$ cat src/rtl/instr_decode_queue.sv
// -----------------------------------------------------------------------------
// instr_decode_queue
//
// Instruction decode stage between fetch and execute. A DEPTH-word circular
// prefetch queue lets fetch run ahead of execution. Each instruction word
// is split into an opcode (MSBs) and two operand fields. Opcodes whose bit
// is set in LONG_MASK take the following word as an immediate.
//
// Ports:
//   clock      rising-edge clock
//   reset      synchronous, active-high; takes priority over flush
//   flush      synchronous clear of queue, staging and out_valid (branch taken)
//   bus_in     instruction word from program memory
//   in_valid   bus_in valid
//   in_ready   queue can accept a word this cycle
//   out_valid  decoded instruction valid
//   out_ready  consumer accepts the decoded instruction
//   opcode     word[WORD_W-1 -: OPC_W]
//   param1     word[2*PARAM_W-1 -: PARAM_W]
//   param2     word[PARAM_W-1:0]
//   imm        immediate word (0 for short instructions)
//   has_imm    current instruction carries an immediate
// -----------------------------------------------------------------------------
module instr_decode_queue #(
  parameter int                  WORD_W    = 16,
  parameter int                  OPC_W     = 4,
  parameter int                  PARAM_W   = (WORD_W - OPC_W) / 2,
  parameter int                  DEPTH     = 4,
  parameter logic [2**OPC_W-1:0] LONG_MASK = '0
) (
  input  logic               clock,
  input  logic               reset,
  input  logic               flush,
  input  logic [WORD_W-1:0]  bus_in,
  input  logic               in_valid,
  output logic               in_ready,
  output logic               out_valid,
  input  logic               out_ready,
  output logic [OPC_W-1:0]   opcode,
  output logic [PARAM_W-1:0] param1,
  output logic [PARAM_W-1:0] param2,
  output logic [WORD_W-1:0]  imm,
  output logic               has_imm
);

  localparam int PTR_W = $clog2(DEPTH);
  localparam int CNT_W = $clog2(DEPTH + 1);
  localparam logic [PTR_W-1:0] LAST_PTR = PTR_W'(DEPTH - 1);
  localparam logic [CNT_W-1:0] FULL_CNT = CNT_W'(DEPTH);

  localparam logic [0:0] S_OP  = 1'b0;
  localparam logic [0:0] S_IMM = 1'b1;

  logic [WORD_W-1:0]  mem_q [DEPTH];
  logic [PTR_W-1:0]   rd_ptr_q, rd_ptr_d;
  logic [PTR_W-1:0]   wr_ptr_q, wr_ptr_d;
  logic [CNT_W-1:0]   count_q, count_d;
  logic [0:0]         state_q, state_d;
  logic [WORD_W-1:0]  staging_q, staging_d;
  logic               out_valid_q, out_valid_d;
  logic [OPC_W-1:0]   opcode_q, opcode_d;
  logic [PARAM_W-1:0] param1_q, param1_d;
  logic [PARAM_W-1:0] param2_q, param2_d;
  logic [WORD_W-1:0]  imm_q, imm_d;
  logic               has_imm_q, has_imm_d;

  logic              push, pop, load, not_empty, slot_free, head_long;
  logic [WORD_W-1:0] head, load_word, load_imm;
  logic              load_has;

  function automatic logic [PTR_W-1:0] ptr_inc(input logic [PTR_W-1:0] p);
    return (p == LAST_PTR) ? '0 : p + PTR_W'(1);
  endfunction

  // in_ready depends only on registered count plus reset/flush, never on
  // in_valid or out_ready.
  assign in_ready  = (count_q < FULL_CNT) && !reset && !flush;
  assign push      = in_valid && in_ready;
  assign not_empty = (count_q != '0);
  assign slot_free = !out_valid_q || out_ready;
  assign head      = mem_q[rd_ptr_q];
  assign head_long = LONG_MASK[head[WORD_W-1 -: OPC_W]];

  always_comb begin
    // NOTE: every signal assigned here gets a default first so no path
    // leaves it unassigned, which would otherwise infer a latch.
    pop       = 1'b0;
    load      = 1'b0;
    load_word = head;
    load_imm  = '0;
    load_has  = 1'b0;
    state_d   = state_q;
    staging_d = staging_q;

    case (state_q)
      S_OP: begin
        if (not_empty) begin
          if (head_long) begin
            // Staging is always empty in S_OP, so the opcode word can be
            // taken even while the output slot is stalled.
            pop       = 1'b1;
            staging_d = head;
            state_d   = S_IMM;
          end else if (slot_free) begin
            pop  = 1'b1;
            load = 1'b1;
          end
        end
      end
      default: begin
        if (not_empty && slot_free) begin
          pop       = 1'b1;
          load      = 1'b1;
          load_word = staging_q;
          load_imm  = head;
          load_has  = 1'b1;
          staging_d = '0;
          state_d   = S_OP;
        end
      end
    endcase

    rd_ptr_d = pop  ? ptr_inc(rd_ptr_q) : rd_ptr_q;
    wr_ptr_d = push ? ptr_inc(wr_ptr_q) : wr_ptr_q;
    case ({push, pop})
      2'b10:   count_d = count_q + CNT_W'(1);
      2'b01:   count_d = count_q - CNT_W'(1);
      default: count_d = count_q;
    endcase

    // Fields hold unless a new instruction loads; out_valid drops only once
    // the current instruction has been taken.
    opcode_d    = load ? load_word[WORD_W-1 -: OPC_W]      : opcode_q;
    param1_d    = load ? load_word[2*PARAM_W-1 -: PARAM_W] : param1_q;
    param2_d    = load ? load_word[PARAM_W-1:0]            : param2_q;
    imm_d       = load ? load_imm                          : imm_q;
    has_imm_d   = load ? load_has                          : has_imm_q;
    out_valid_d = load || (out_valid_q && !out_ready);
  end

  // NOTE: sequential state uses non-blocking assignments so every register
  // samples pre-edge values regardless of statement order.
  always_ff @(posedge clock) begin
    if (reset) begin
      rd_ptr_q    <= '0;
      wr_ptr_q    <= '0;
      count_q     <= '0;
      state_q     <= S_OP;
      staging_q   <= '0;
      out_valid_q <= 1'b0;
      opcode_q    <= '0;
      param1_q    <= '0;
      param2_q    <= '0;
      imm_q       <= '0;
      has_imm_q   <= 1'b0;
    end else if (flush) begin
      // Decoded fields deliberately keep their last values.
      rd_ptr_q    <= '0;
      wr_ptr_q    <= '0;
      count_q     <= '0;
      state_q     <= S_OP;
      staging_q   <= '0;
      out_valid_q <= 1'b0;
    end else begin
      rd_ptr_q    <= rd_ptr_d;
      wr_ptr_q    <= wr_ptr_d;
      count_q     <= count_d;
      state_q     <= state_d;
      staging_q   <= staging_d;
      out_valid_q <= out_valid_d;
      opcode_q    <= opcode_d;
      param1_q    <= param1_d;
      param2_q    <= param2_d;
      imm_q       <= imm_d;
      has_imm_q   <= has_imm_d;
    end
  end

  // NOTE: queue storage has no reset; count gates every read, so stale
  // contents are never observed.
  always_ff @(posedge clock) begin
    if (push) mem_q[wr_ptr_q] <= bus_in;
  end

  assign out_valid = out_valid_q;
  assign opcode    = opcode_q;
  assign param1    = param1_q;
  assign param2    = param2_q;
  assign imm       = imm_q;
  assign has_imm   = has_imm_q;

endmodule

$ cat config.mk
export PLATFORM = sky130hd
export DESIGN_NAME = instr_decode_queue
export DESIGN_NICKNAME = d
export VERILOG_FILES = /design/src/rtl/instr_decode_queue.sv
export SDC_FILE = /design/constraint.sdc
export NUM_CORES = 1
export LEC_CHECK = 0
export CORE_ASPECT_RATIO = 1.2
export CORE_MARGIN = 2
export CORE_UTILIZATION = 50
export DETAILED_ROUTE_END_ITERATION = 10
export PLACE_DENSITY = 0.75
export SYNTH_ARGS = -nofsm -noshare
export SYNTH_HDL_FRONTEND = slang
export SYNTH_SLANG_ARGS = --single-unit
$ cat constraint.sdc
create_clock -name clock -period 2 [get_ports clock]
set_clock_uncertainty 0.15 [all_clocks]
set_input_delay 0.2 -clock clock [delete_from_list [all_inputs] [get_ports clock]]
set_output_delay 0.2 -clock clock [all_outputs]
set_load 0.02 [all_outputs]
**After elaboration in Yosys (flattened, before gate mapping)**

Memories as Yosys holds them, arrays and structs flattened. A register that Yosys moved wholly into a read port is not among the register bits.
Cells that the tools add are included.

- Add/subtract/negate cells: 4
- Equality and inequality tests: 5
- Bitwise logic cells: 1
- Mux-type cells: 29
- $lt $le $gt $ge: 2
- Reduce and logical (&&, ||, !) cells: 18

Operators by type and width:

| cell | number |
|---|---|
| two-way mux 16 bit | 8 |
| two-way mux 1 bit | 16 |
| two-way mux 2 bit | 4 |
| equality test 2 bit, second input constant | 3 |
| case mux 3 bit (2 select lines) | 1 |
| nonzero test 2 bit | 3 |
| logical AND 1 bit | 5 |
| < comparator 4 x 5 -> 1 bit, second input constant | 1 |
| adder 2 x 1 -> 2 bit, second input constant | 2 |
| zero test 1 bit | 4 |
| adder 3 x 1 -> 3 bit, second input constant | 1 |
| < comparator 3 bit, second input constant | 1 |
| AND reduction 3 bit | 1 |
| nonzero test 3 bit | 1 |
| subtractor 3 x 1 -> 3 bit, second input constant | 1 |
| equality test 2 x 1 -> 1 bit, second input constant | 1 |
| logical OR 1 bit | 2 |
| != test 2 x 1 -> 1 bit, second input constant | 1 |
| AND reduction 2 bit | 1 |
| OR reduction 2 bit | 1 |
| NOT 1 bit | 1 |

- Input bits: 21
- Memory bits (read-only): 16
- Bits in writable memories: 64
- Output and inout port bits: 35
- Memories: 2
- Flip-flop bits (word level): 58
- Word-level logic and storage cells: 72

Memories:

| name | words | width | read ports | clocked after memory_dff | write ports | RTL line | RTL |
|---|---|---|---|---|---|---|---|
| mem_q | 4 | 16 | 1 | 1 | 1 | 54 | `logic [WORD_W-1:0] mem_q [DEPTH];` |
| (no name shown) | 16 | 1 | 1 | 0 | 0 | 82 | `assign head_long = LONG_MASK[head[WORD_W-1 -: OPC_W]];` |

**Logic depth before layout (Yosys ltp)**

- Word-level depth: 8
- Gate-level depth with buffers: 9
- Depth with buffers taken out: 8

**Worst setup path after synthesis**

OpenSTA, ideal clock, no wires.

- Path kind: flip-flop to flip-flop
- Start: reg out_valid_q (netlist: out_valid)
- End: reg count_q[2]
- Slack: -150 ps
- Library setup time: 71 ps
- Cell stages (with the launch flop): 9
- Arrival time: 1930 ps
- Path buffers: 0
- Data required time: 1779 ps
- Period minus slack after synthesis: 2150 ps
- Cell sequence: dfxtp_1 -> nor2b_1 -> nor2_1 -> ha_1 -> inv_1 -> fa_1 -> xor2_1 -> or3_1 -> a21oi_1

- Word-level cells in the longest chain between the ends: 8
- Elaborated cells on any way between the ends: 12
- Those cells by class: 2 x eq/ne; 6 x mux; 4 x reduce/logical

RTL lines:

| item | RTL line | RTL |
|---|---|---|
| start: declaration | 60 | `logic out_valid_q, out_valid_d;` |
| start signal: assignment | 170 | `out_valid_q <= out_valid_d;` |
| zero test 1 bit (*) | 80 | `assign slot_free = !out_valid_q \|\| out_ready;` |
| logical OR 1 bit (*) | 80 |  |
| two-way mux 1 bit | 104 | `end else if (slot_free) begin` |
| two-way mux 1 bit | 98 | `if (head_long) begin` |
| two-way mux 1 bit | 97 | `if (not_empty) begin` |
| two-way mux 1 bit (*) | 95 | `case (state_q)` |
| equality test 2 x 1 -> 1 bit / equality test 2 bit (equally long branches) | 125 | `case ({push, pop})` |
| case mux 3 bit (2 select lines) / nonzero test 2 bit (equally long branches) | -- |  |
| end signal: assignment | 167 | `count_q <= count_d;` |
| end: declaration | 57 | `logic [CNT_W-1:0] count_q, count_d;` |

Mark *: on every way between the ends. The rest lies on a longest branch, timed or not.
A chain may end at the register's enable or synchronous reset.

**Final worst setup path**

- Start: in flush
- End: out in_ready

- Word-level cells in the longest chain between the ends: 2

RTL lines:

| item | RTL line | RTL |
|---|---|---|
| start: declaration | 33 | `input logic flush,` |
| zero test 1 bit | 77 | `assign in_ready = (count_q < FULL_CNT) && !reset && !flush;` |
| logical AND 1 bit | 77 |  |
| end: declaration | 36 | `output logic in_ready,` |

No other way between the ends.

==> impl_summary.md <==
Run status
The flow ran to the end, and the final reports show no timing, DRC or antenna violations.

Power and ir drop
Dividing total power by cell area gives a power density of about 1000 mW/mm2. The clock network burns between 50% and 60% of the power. IR analysis of the VDD net gives a maximum drop of about 0.76 mV.

The fraction of power consumed by combinational cells is roughly 5.0%. The fraction of power spent switching nets is 19.62%. Sequential cells burn a little over two fifths of the power. The design internal power is just over 0.005 W. Summed over all nets, the switching power comes to about 0.0012 W. The leakage power figure is approximately 2.1 nW.

GRT
The pin count of the biggest net entering global routing is 21. The global-route wire length before repair is approximately 16000 um. The met3 demand-to-capacity share in global routing is 5.982%. For this run, the total global-route usage over all layers was measured as ~20%. For this run, global-route usage on met1 was measured as about 25%.

The routing usage on met2 is 33.33%. The number of global-route vias before repair is 3000. The layer with the highest usage is met2. The number of antenna violations at the first check in global routing is 0. Global routing finished with a remaining overflow of 0.

Final layout
The final non-filler cell area is 0.006284 mm2. After the last flow step, the layout net total stands at 407. The final cell count without fillers is 515. Cells fill between 60% and 70% of the core in the end.

The fraction of layout instances using a drive strength above 1 is approximately a quarter. Compared with the post-synthesis result, the final layout area differs by 32.19%. In the final layout, the multi-input gates occupy between 0.001 and 0.0015 mm2.

The number of filler instances in the final layout is roughly 650. The number of diodes added for antenna fixing is 0. The sequential cells in the finished layout cover a total of roughly 0.0031 mm2.

Yosys
The cell area after synthesis is between 0.004 and 0.005 mm2. sky130_fd_sc_hd__edfxtp_1 is the most common cell in the netlist. By count the netlist is led by sky130_fd_sc_hd__edfxtp_1, sky130_fd_sc_hd__dfxtp_1, sky130_fd_sc_hd__and2_1.

Counting flops with an async set or reset pin after synthesis yields a share of 0%. The sequential element share of the synthesized area is about 66%. For this run, the number of Yosys warnings is 0. The cell count after synthesis came out at 296.

By area the synthesized netlist is led by sky130_fd_sc_hd__edfxtp_1, sky130_fd_sc_hd__dfxtp_1, sky130_fd_sc_hd__mux4_2, sky130_fd_sc_hd__mux2i_1, sky130_fd_sc_hd__a32o_1. For this run, the leading register cell type out of synthesis is sky130_fd_sc_hd__edfxtp_1. The flip-flop and latch count after synthesis is between 100 and 150. The number of different library cells used by synthesis comes to 40.

The largest total area in the synthesized netlist belongs to sky130_fd_sc_hd__edfxtp_1. The average instance in the mapped netlist occupies approximately 16 um2. The number of synthesized flops with an enable pin is 64. The area share of the largest cell type after synthesis is 40.43%. The number of nets in the synthesized netlist is approximately 320.

Die
The y dimension of the die is approximately 110 um. Once the floorplan was initialized, standard cells occupied 50.73% of the core. The number of I/O pins is 56. The area enclosed by the die boundary is approximately 0.010 mm2. After floorplanning, the core was divided into 39 placement rows.

The total area inside the core boundary comes to around 0.0094 mm2. In this run the horizontal extent of the chip is 93.01 um.

Detailed routing
The DRC violation count after routing is 0. The number of vias after detailed routing is approximately 2900. The average wire per standard cell is approximately 19 um. In this run the remaining antenna-violating nets after routing total 0. The number of DRC markers after the initial detailed-route iteration is approximately 150.

The first detailed-routing pass took 4 iterations. The post-detailed-routing wire length is ~9700 um. After detailed routing, the number of vias per cell comes to about 5.6.

Timing
The final setup TNS is 0 ns. Setup repair after global routing left no endpoint under its margin. The count of final hold-check violations is 0. The number of slew-limit violations in the final report came to 0. The worst-margin pin slew is roughly 0.52 ns. The worst pin sits at a relative slew slack of 65.24%. The highest clock frequency the design can meet is 520.2 MHz. The period utilization is a little over nine tenths. On the final layout, the worst hold slack is ~0.28 ns. The smallest clock period supported by the final layout is computed as between 1.5 and 2 ns. Setup violations remaining at the end of the flow were counted as 0.

Run
Across the run, the number of max-cap violations was 0.

Worst setup path
Along the worst path, the maximum fanout reaches 5. The number of cells traversed by the worst register-to-register path is 8. The classification of the worst setup path is input port to output pin. The worst register-to-register path begins at out_valid. For the worst setup path, the data required time is 1.65 ns. In this run the register-to-register setup slack is 0.10 ns. The last element of the critical path is in_ready. The category of the worst setup path launch point is an input port. Data arrives at the worst endpoint at between 1.5 and 2 ns. The endpoint type of the worst setup path is an output pin. The worst setup path startpoint is flush. In this run the critical register-to-register path is captured at count_q[2].

Clocking
The hold-fix buffer count after cts is 0. After clock tree synthesis, the clock-pin slew on the worst setup and hold paths is ~0.05 ns. The maximum clock insertion buffer count is 2.

The clock buffer count from CTS is 17. TritonCTS built the clock tree. The number of levels in the clock H-tree is 4. Counting every sink on the clock net gives around 120. For the worst-skew pair, the clock arrives at the later sink with an insertion delay of around 0.4 ns. The tree is rooted in a sky130_fd_sc_hd__clkbuf_16.

Worst hold path
The type of the worst min-delay path is input port to flip-flop. The hold path depth is 1.

Place
The cell count after placement is ~480. The congestion estimate from routability-driven global placement came to around 0.75. The port buffer count is 55. After detailed placement, the total cell area comes to roughly 0.0056 mm2. The post-detailed-placement half-perimeter wirelength is between 6000 and 7000 um.
-- cell families (layout without fill, tap and decap cells) --
group | after synthesis | count (layout) | share of synthesized area, %
adder cells (fa/ha/maj) | 7 | 7 | 2.001
AO/OA/AOI/OAI | 60 | 60 | 10.77
flip-flops | 124 | 124 | 65.70
AND/OR/NAND/NOR | 43 | 43 | 6.502
XOR/XNOR | 2 | 2 | 0.3686
multiplexers | 33 | 33 | 11.16
buffers and inverters | 27 | 123 | 3.501
-- final cells by class --
type / instances / area share [%]
Sequential cell: 124 / 49.78
Clock buffer: 19 / 6.890
Tap cell: 123 / 2.449
Multi-Input combinational cell: 145 / 23.78
Inverter: 8 / 0.4779
Clock inverter: 13 / 3.146
Timing Repair Buffer: 83 / 13.48
-- power groups by stage --
stage          Combinational (W)  Sequential, W  Clock, W
2_1_floorplan           0.000148        0.00279         0
3_3_place_gp            0.000299        0.00277         0
3_5_place_dp            0.000307        0.00277         0
4_1_cts                 0.000313        0.00272   0.00329
5_1_grt                 0.000339        0.00272   0.00339
6_report                0.000315        0.00272   0.00325
-- metal layers --
metal	routed length, um	part of all wire, %
met5	0	0
met4	97	1.0
met3	323	3.3
met2	5139	53
met1	4095	42
-- registers in the layout, summed over array words and instances, names as in the netlist, named ones only --
| name | cells |
|---|---|
| state_q | 1 |
| mem_q | 64 |
| count_q | 3 |
| wr_ptr_q | 2 |
| param2 | 6 |
| staging_q | 16 |
| out_valid | 1 |
| param1 | 6 |
| opcode | 4 |
| rd_ptr_q | 2 |
| has_imm | 1 |
| imm | 16 |
-- cells in the final DEF, fill, tap and decap left out, types with 3 or more instances in the layout --
cell type / n
sky130_fd_sc_hd__a211oi_1: 6
sky130_fd_sc_hd__a211oi_2: 10
sky130_fd_sc_hd__a21oi_1: 6
sky130_fd_sc_hd__a31oi_1: 16
sky130_fd_sc_hd__a32o_1: 16
sky130_fd_sc_hd__and2_1: 20
sky130_fd_sc_hd__buf_12: 7
sky130_fd_sc_hd__buf_4: 21
sky130_fd_sc_hd__bufinv_16: 5
sky130_fd_sc_hd__clkbuf_16: 17
sky130_fd_sc_hd__clkdlybuf4s50_1: 54
sky130_fd_sc_hd__clkinv_2: 4
sky130_fd_sc_hd__dfxtp_1: 58
sky130_fd_sc_hd__edfxtp_1: 64
sky130_fd_sc_hd__ha_1: 5
sky130_fd_sc_hd__inv_1: 6
sky130_fd_sc_hd__mux2i_1: 17
sky130_fd_sc_hd__mux4_2: 16
sky130_fd_sc_hd__nor2_1: 6
sky130_fd_sc_hd__o21ai_0: 3
-- worst min-delay path by stage --
stage	from	to	slack (ns)
5_1_grt	bus_in[13]	mem_q[0][13]	0.27
2_1_floorplan	bus_in[0]	mem_q[0][0]	0.15
6_report	bus_in[13]	mem_q[1][13]	0.28
3_3_place_gp	staging_q[7]	staging_q[7]	0.29
4_1_cts	bus_in[7]	mem_q[1][7]	0.27
3_5_place_dp	staging_q[11]	staging_q[11]	0.29
-- repair_timing --
item,in CTS,in global routing
gates cloned,0,0
buffers inserted,1,0
pin swaps,1,4
endpoints found under the setup margin,2,1
gates resized for setup,3,3
-- stage by stage --
| stage | power, W | worst slack [ns] |
|---|---|---|
| 2_1_floorplan | 0.002933 | 0.01358 |
| 3_3_place_gp | 0.003067 | -0.2664 |
| 3_5_place_dp | 0.003076 | -0.3387 |
| 4_1_cts | 0.006315 | 0.02597 |
| 5_1_grt | 0.006443 | 0.02488 |
| 6_report | 0.006282 | 0.07784 |
-- worst max-delay path: stages --
cell	delay (ns)
sky130_fd_sc_hd__clkdlybuf4s50_1	0.46
sky130_fd_sc_hd__buf_4	0.19
sky130_fd_sc_hd__or2_2	0.29
sky130_fd_sc_hd__nor2_1	0.09
sky130_fd_sc_hd__dlygate4sd2_1	0.34
Power figures use the tool's default switching activity.
